## src/rtl/dualport_ram.sv

```systemverilog
// Synchronous single-address RAM with separate write-data and read-data paths.
// Storage is a register array so the asynchronous reset can clear every word.
module dualport_ram #(
  parameter int ADDR_WIDTH = 8,
  parameter int DATA_WIDTH = 4
) (
  input  logic                  clk,
  input  logic                  rst_n,
  input  logic                  cs,
  input  logic                  wr,
  input  logic                  rd,
  input  logic [ADDR_WIDTH-1:0] addr,
  input  logic [DATA_WIDTH-1:0] data_in,
  output logic [DATA_WIDTH-1:0] data_out
);

  localparam int DEPTH = 2 ** ADDR_WIDTH;

  typedef enum logic [2:0] {
    OP_NONE,
    OP_IDLE,
    OP_WRITE,
    OP_READ,
    OP_WRITE_THROUGH
  } op_e;

  op_e                  op;
  logic [DATA_WIDTH-1:0] mem_q [DEPTH];
  logic [DATA_WIDTH-1:0] mem_d [DEPTH];
  logic [DATA_WIDTH-1:0] data_out_q;
  logic [DATA_WIDTH-1:0] data_out_d;

  always_comb begin
    op = OP_NONE;
    if (cs) begin
      unique case ({wr, rd})
        2'b10:   op = OP_WRITE;
        2'b01:   op = OP_READ;
        2'b11:   op = OP_WRITE_THROUGH;
        default: op = OP_IDLE;
      endcase
    end
  end

  // Write-through forwards data_in so the output never shows the stale word.
  always_comb begin
    // NOTE: every combinational output gets a default first so no path leaves it unassigned (no latch).
    mem_d      = mem_q;
    data_out_d = data_out_q;
    unique case (op)
      OP_WRITE: mem_d[addr] = data_in;
      OP_READ:  data_out_d  = mem_q[addr];
      OP_WRITE_THROUGH: begin
        mem_d[addr] = data_in;
        data_out_d  = data_in;
      end
      default: ;
    endcase
  end

  always_ff @(posedge clk or negedge rst_n) begin
    if (!rst_n) begin
      // NOTE: the array is reset word by word; this is what forces a register array rather than block RAM.
      for (int i = 0; i < DEPTH; i++) begin
        mem_q[i] <= '0;
      end
      data_out_q <= '0;
    end else begin
      // NOTE: state updates use non-blocking assignment so all flops sample pre-edge values.
      mem_q      <= mem_d;
      data_out_q <= data_out_d;
    end
  end

  assign data_out = data_out_q;

endmodule

```

## config.mk

```make
export PLATFORM = sky130hd
export DESIGN_NAME = dualport_ram
export DESIGN_NICKNAME = d
export VERILOG_FILES = /design/src/rtl/dualport_ram.sv
export SDC_FILE = /design/constraint.sdc
export NUM_CORES = 2
export LEC_CHECK = 0
export CAP_MARGIN = 30
export CORE_MARGIN = 3
export CORE_UTILIZATION = 50
export CTS_BUF_LIST = sky130_fd_sc_hd__clkbuf_2 sky130_fd_sc_hd__clkbuf_4 sky130_fd_sc_hd__clkbuf_8
export CTS_CLUSTER_DIAMETER = 120
export CTS_CLUSTER_SIZE = 24
export DETAILED_ROUTE_END_ITERATION = 6
export PLACE_DENSITY = 0.65
export SLEW_MARGIN = 30
export SYNTH_ARGS = -nofsm -noshare
export SYNTH_HDL_FRONTEND = slang
export SYNTH_SLANG_ARGS = --single-unit
```

## constraint.sdc

```tcl
create_clock -name clk -period 2.38 [get_ports clk]
set_clock_uncertainty 0.05 [all_clocks]
set_input_delay 0.476 -clock clk [delete_from_list [all_inputs] [get_ports clk]]
set_output_delay 0.476 -clock clk [all_outputs]
set_load 0.05 [all_outputs]
```

Yosys cells after proc, flatten, opt, wreduce, memory -nomap -nowiden
Cells that the tools add are included.
- order comparisons: 2
- eq/ne operators: 6
- mux-type cells: 9
- bitwise gates (word level): 1
- reduce and logical (&&, ||, !) cells: 3
- operators with widths (operator ; number):
    $bwmux 1024 ; 1
    $bmux 4 s8 ; 1
    $demux 4 s8 ; 1
    $mux 4 ; 3
    $ge 9x9->1 const B ; 1
    $lt 9x1->1 const B ; 1
    $not 8->9 ; 1
    $pmux 3 s3 ; 1
    $pmux 4 s2 ; 1
    $eq 3x2->1 const B ; 2
    $eq 2x2->1 const B ; 2
    $eq 3x3->1 const B ; 1
    $mux 3 ; 1
    $eq 2x1->1 const B ; 1
    $reduce_bool 2->1 ; 1
    $reduce_or 2->1 ; 1
    $logic_and 1x1->1 ; 1
- register bits: 1028
- input bits: 17
- word-level logic and storage cells: 278

Depth between registers and ports, before layout
- word-level depth: 6
- mapped depth: 11
- gate-level depth less buffers: 8

Least setup slack after synthesis
OpenSTA, ideal clock, no wires.
- kind: input-to-reg
- from: input port wr
- to: register mem_q[320] (netlist name)
- library setup time: 0.125 ns
- arrival time: 2.433 ns
- path slack: -0.228 ns
- cell stages on the path: 9
- buffers on the path: 2
- cell sequence: inv_1 ha_1 buf_4 xor2_1 nand3_2 or3_4 buf_6 nor3_4 mux2_2
- word-level cells in the longest chain between the ends: 5
- elaborated cells on any way between the ends: 8
- classes of those cells: 5 x eq/ne; 2 x mux; 1 x reduce/logical
- ends and longest elaborated chain (item ; line ; text):
    from (decl) ; 10 ; input logic wr,
    $eq 2x2->1 or $eq 2x1->1 (tied branches) ; 36 ; unique case ({wr, rd})
    $pmux 3 s3 (*) ; 36 ;
    $mux 3 (*) ; 35 ; if (cs) begin
    $eq 3x3->1 or $eq 3x2->1 (tied branches) ; 50 ; unique case (op)
    $reduce_or 2->1 (no line) (*) ; - ;
    to (signal assigned) ; 70 ; mem_q <= mem_d;
    to (decl) ; 28 ; logic [DATA_WIDTH-1:0] mem_q [DEPTH];
Mark *: on every way between the ends. The rest lies on a longest branch, timed or not.
A chain may end at the register's enable or synchronous reset.

Final worst setup path
- from: input port wr
- to: register mem_q[259] (netlist name)
The elaborated chain is that of the path after synthesis.

==> impl_metrics.tcl <==
set metrics [dict create \
    outcome "complete, no violations" \
    worst_slew_margin_rel_pct 57.0 \
    timing.rr.end "data_out[0]$_DFFE_PN0P_" \
    area_of_the_mapped_netlist_sq_um 48400 \
    htreeDepth 2 \
    net-switching-power_mw 7.13 \
    cp_max_fo 8 \
    dp_hpwl_mm 92.2 \
    comb_power_share_pct 10.4 \
    p_seq_share_pct 64.0 \
    grt_pass1_vias 31500 \
    overflow 0 \
    fmaxAchievable_mhz 425 \
    antenna_found_initial 9 \
    grt_setup_unrepaired "no" \
    share_of_layout_cells_above_drive_strength_1_pct 49.7 \
    count_of_maximum_capacitance_violations 0 \
    ant_nets 0 \
    cts.root.buffer_cell "clkbuf_8" \
    worstPathRequired_ns 2.98 \
    drt-pass1-iter-count 5 \
    setup_ws_ns 0.0251 \
    setup_viol 0 \
    initial_core_util_pct 50.7 \
    clock_latency_ns 0.78 \
    clockPowerShare_pct 25.6 \
    drt-total-wl_mm 129 \
    die_area_sq_um 101000 \
    synth-warning-count 0 \
    critical_path.reg2reg.startpoint "mem_q[360]$_DFFE_PN0P_" \
    synth-seq-cells 1028 \
    core_footprint_sq_um 95400 \
    filler_cell_count 7604 \
    detail_route.wl_per_cell_microns 27.2 \
    p_leak_nw 26.0 \
    start_kind "input port" \
    top_level_i_o_count 21 \
    dp_slack_ns -0.976 \
    syn-instance-count 3329 \
    worst-setup-path-type "input port to register" \
    worst_pin_slew_ns 0.645 \
    placed_cell_area_sq_um 52700 \
    vdd_drop_max_uv 408 \
    cts_tree "done" \
    synth.largest_area_cell "dfrtp_1" \
    postSynth.asyncResetShare_pct 100 \
    cts_made_buffers 48 \
    viasPerCell 6.20 \
    place.port_buffers 20 \
    syn_nets 3349 \
    maximum_number_of_pins_on_one_net_before_global_route_repair 117 \
    grt_util_all_layers_pct 26.2 \
    dr_vias 29500 \
    timing.reg2reg.setup_slack_ns 0.08 \
    unique_masters_post_synth 60 \
    cts.clk_slew.worst_paths_ns 0.14 \
    grt_first_pass_wirelength_mm 199 \
    post_synth_main_area_contributors "dfrtp_1, mux2_2, mux4_2, mux2i_1, nand2_1" \
    die_height_microns 317 \
    final.setup.tns_ns 0 \
    final-max-slew-violation-count 0 \
    clock_net_sink_count 1028 \
    timing.hold.ws_ns 0.139 \
    post-synth-top-count-cell "dfrtp_1" \
    setup.worst_path.end_class "register" \
    sequential_cell_area_fraction_in_the_yosys_report_pct 53.2 \
    synth.cells.most_frequent "dfrtp_1, mux2_2, nand2_1" \
    place_congestion 0.940 \
    placementRows 113 \
    average_cell_area_after_synthesis_sq_um 14.5 \
    netSwitchingFraction_pct 25.3 \
    power.density_cell_area_nw_per_um2 525 \
    arrival_ns 2.95 \
    cellInternalPower_mw 21.0 \
    detailedRoute.firstIterationViolations 2280 \
    ys.flop_type "dfrtp_1" \
    dieWidth_microns 317 \
    synth_edf_count 0 \
    timing_hold_violations_final 0 \
    fin_area_sq_um 53600 \
    drc 0 \
    period_minus_slack_ns 2.35 \
    hp-class "input port to async pin" \
    share_of_the_clock_period_used_by_the_worst_path_after_layout_pct 98.9 \
    num-nets-final 3508 \
    areaGrowthSynthToFinish_pct 10.8 \
    cts.path.max_buffers 3 \
    reg2regPathDepth 6 \
    synth_top_area_share_pct 53.2 \
]
==> worst max path at each step <==
stage	from	to	slack, ns	depth (start not counted)
global route	addr[2]	data_out[2]$_DFFE_PN0P_	0.0009	10
floorplan	wr	mem_q[928]$_DFFE_PN0P_	-0.04	8
detailed placement	rd	mem_q[707]$_DFFE_PN0P_	-0.98	11
global placement	wr	mem_q[192]$_DFFE_PN0P_	-1.02	12
finish	wr	mem_q[259]$_DFFE_PN0P_	0.03	10
CTS	addr[2]	mem_q[839]$_DFFE_PN0P_	0.04	9
==> sequential cells by signal (all words and copies together) (netlist names) <==
signal    count
data_out      4
mem_q      1024
==> final cells by class <==
cell class / instances / area [sq um] / area share (%)
clock inverters: 2 / 38.8 / 0.0724
well taps: 1265 / 1580 / 2.95
diodes: 4 / 10.0 / 0.0187
clock buffers: 50 / 688 / 1.28
flip-flops and latches: 1028 / 25700 / 48.0
inverters: 4 / 20.0 / 0.0373
multi-input cells: 2036 / 21600 / 40.3
repair buffers: 370 / 3910 / 7.29
==> cell usage in the layout, fill, tap and decap left out, drive strengths merged, types with 6 or more instances in the layout <==
cell type      count
a211oi             8
a21oi             24
a22oi             60
and3              16
buf              356
clkbuf            51
clkdlybuf4s50      6
dfrtp           1028
mux2            1024
mux2i            112
mux4             216
nand2            267
nand2b            11
nand3             48
nand4b             6
nor2              67
nor2b             12
nor3              52
nor4              10
o2111ai            8
o211ai             8
o22ai             16
or2                8
==> power by group through the flow <==
stage / Combinational, mW / Sequential (mW) / Clock [mW]
after floorplan: 1.47 / 18.3 / 0
after global placement: 2.85 / 18.3 / 0
after detailed placement: 2.92 / 18.3 / 0
after CTS: 2.93 / 18.0 / 7.46
after global routing: 3.14 / 18.1 / 8.06
final: 2.92 / 18.0 / 7.20
==> metal layers <==
| metal | up-vias | global-route usage (%) | share of wire (%) |
|---|---|---|---|
| met2 | 869 | 42.1 | 47 |
| met4 | 6 | 9.46 | 3.9 |
| met5 | - | 0 | 0.035 |
| li1 | 12600 | - | - |
| met1 | 15800 | 35.9 | 42 |
| met3 | 235 | 5.00 | 6.4 |
==> kinds of logic (layout without fill, tap and decap cells) <==
family,Yosys count,after routing,share of synthesized area (%)
adders and majority gates,3,3,0.0776
and+or+nand+nor,519,519,5.23
xor gates and xnor gates,1,1,0.0181
muxes,1352,1352,36.4
other,0,4,0
buffers and inverters,265,426,2.79
AOI/OAI and AO/OA,161,161,2.37
DFF,1028,1028,53.2
==> worst max-delay path, stage by stage <==
cell and delay (ns):
dlygate4sd2_1 0.26, buf_12 0.14, ha_1 0.25, xor2_2 0.20, nand3_2 0.13, buf_12 0.18, or3_4 0.47, bufbuf_16 0.32
nor2_4 0.16, mux2_2 0.35
==> timing repair <==
action                                 in CTS  in global routing
hold buffers                                1                  0
pin swaps                                   3                  1
endpoints found under the hold margin     366                  0
resized for setup                          19                 13
cloned                                      1                  0
setup buffers                               3                  0
setup endpoints to repair                 353                 69
==> metrics by stage <==
step	cells	power, mW	util [%]
finish	4759	28.1	56.2
global route	4756	29.3	56.2
CTS	4755	28.4	56.1
detailed placement	4698	21.3	55.3
global placement	4698	21.2	55.3
floorplan	3329	19.8	-
Power figures use the tool's default switching activity.
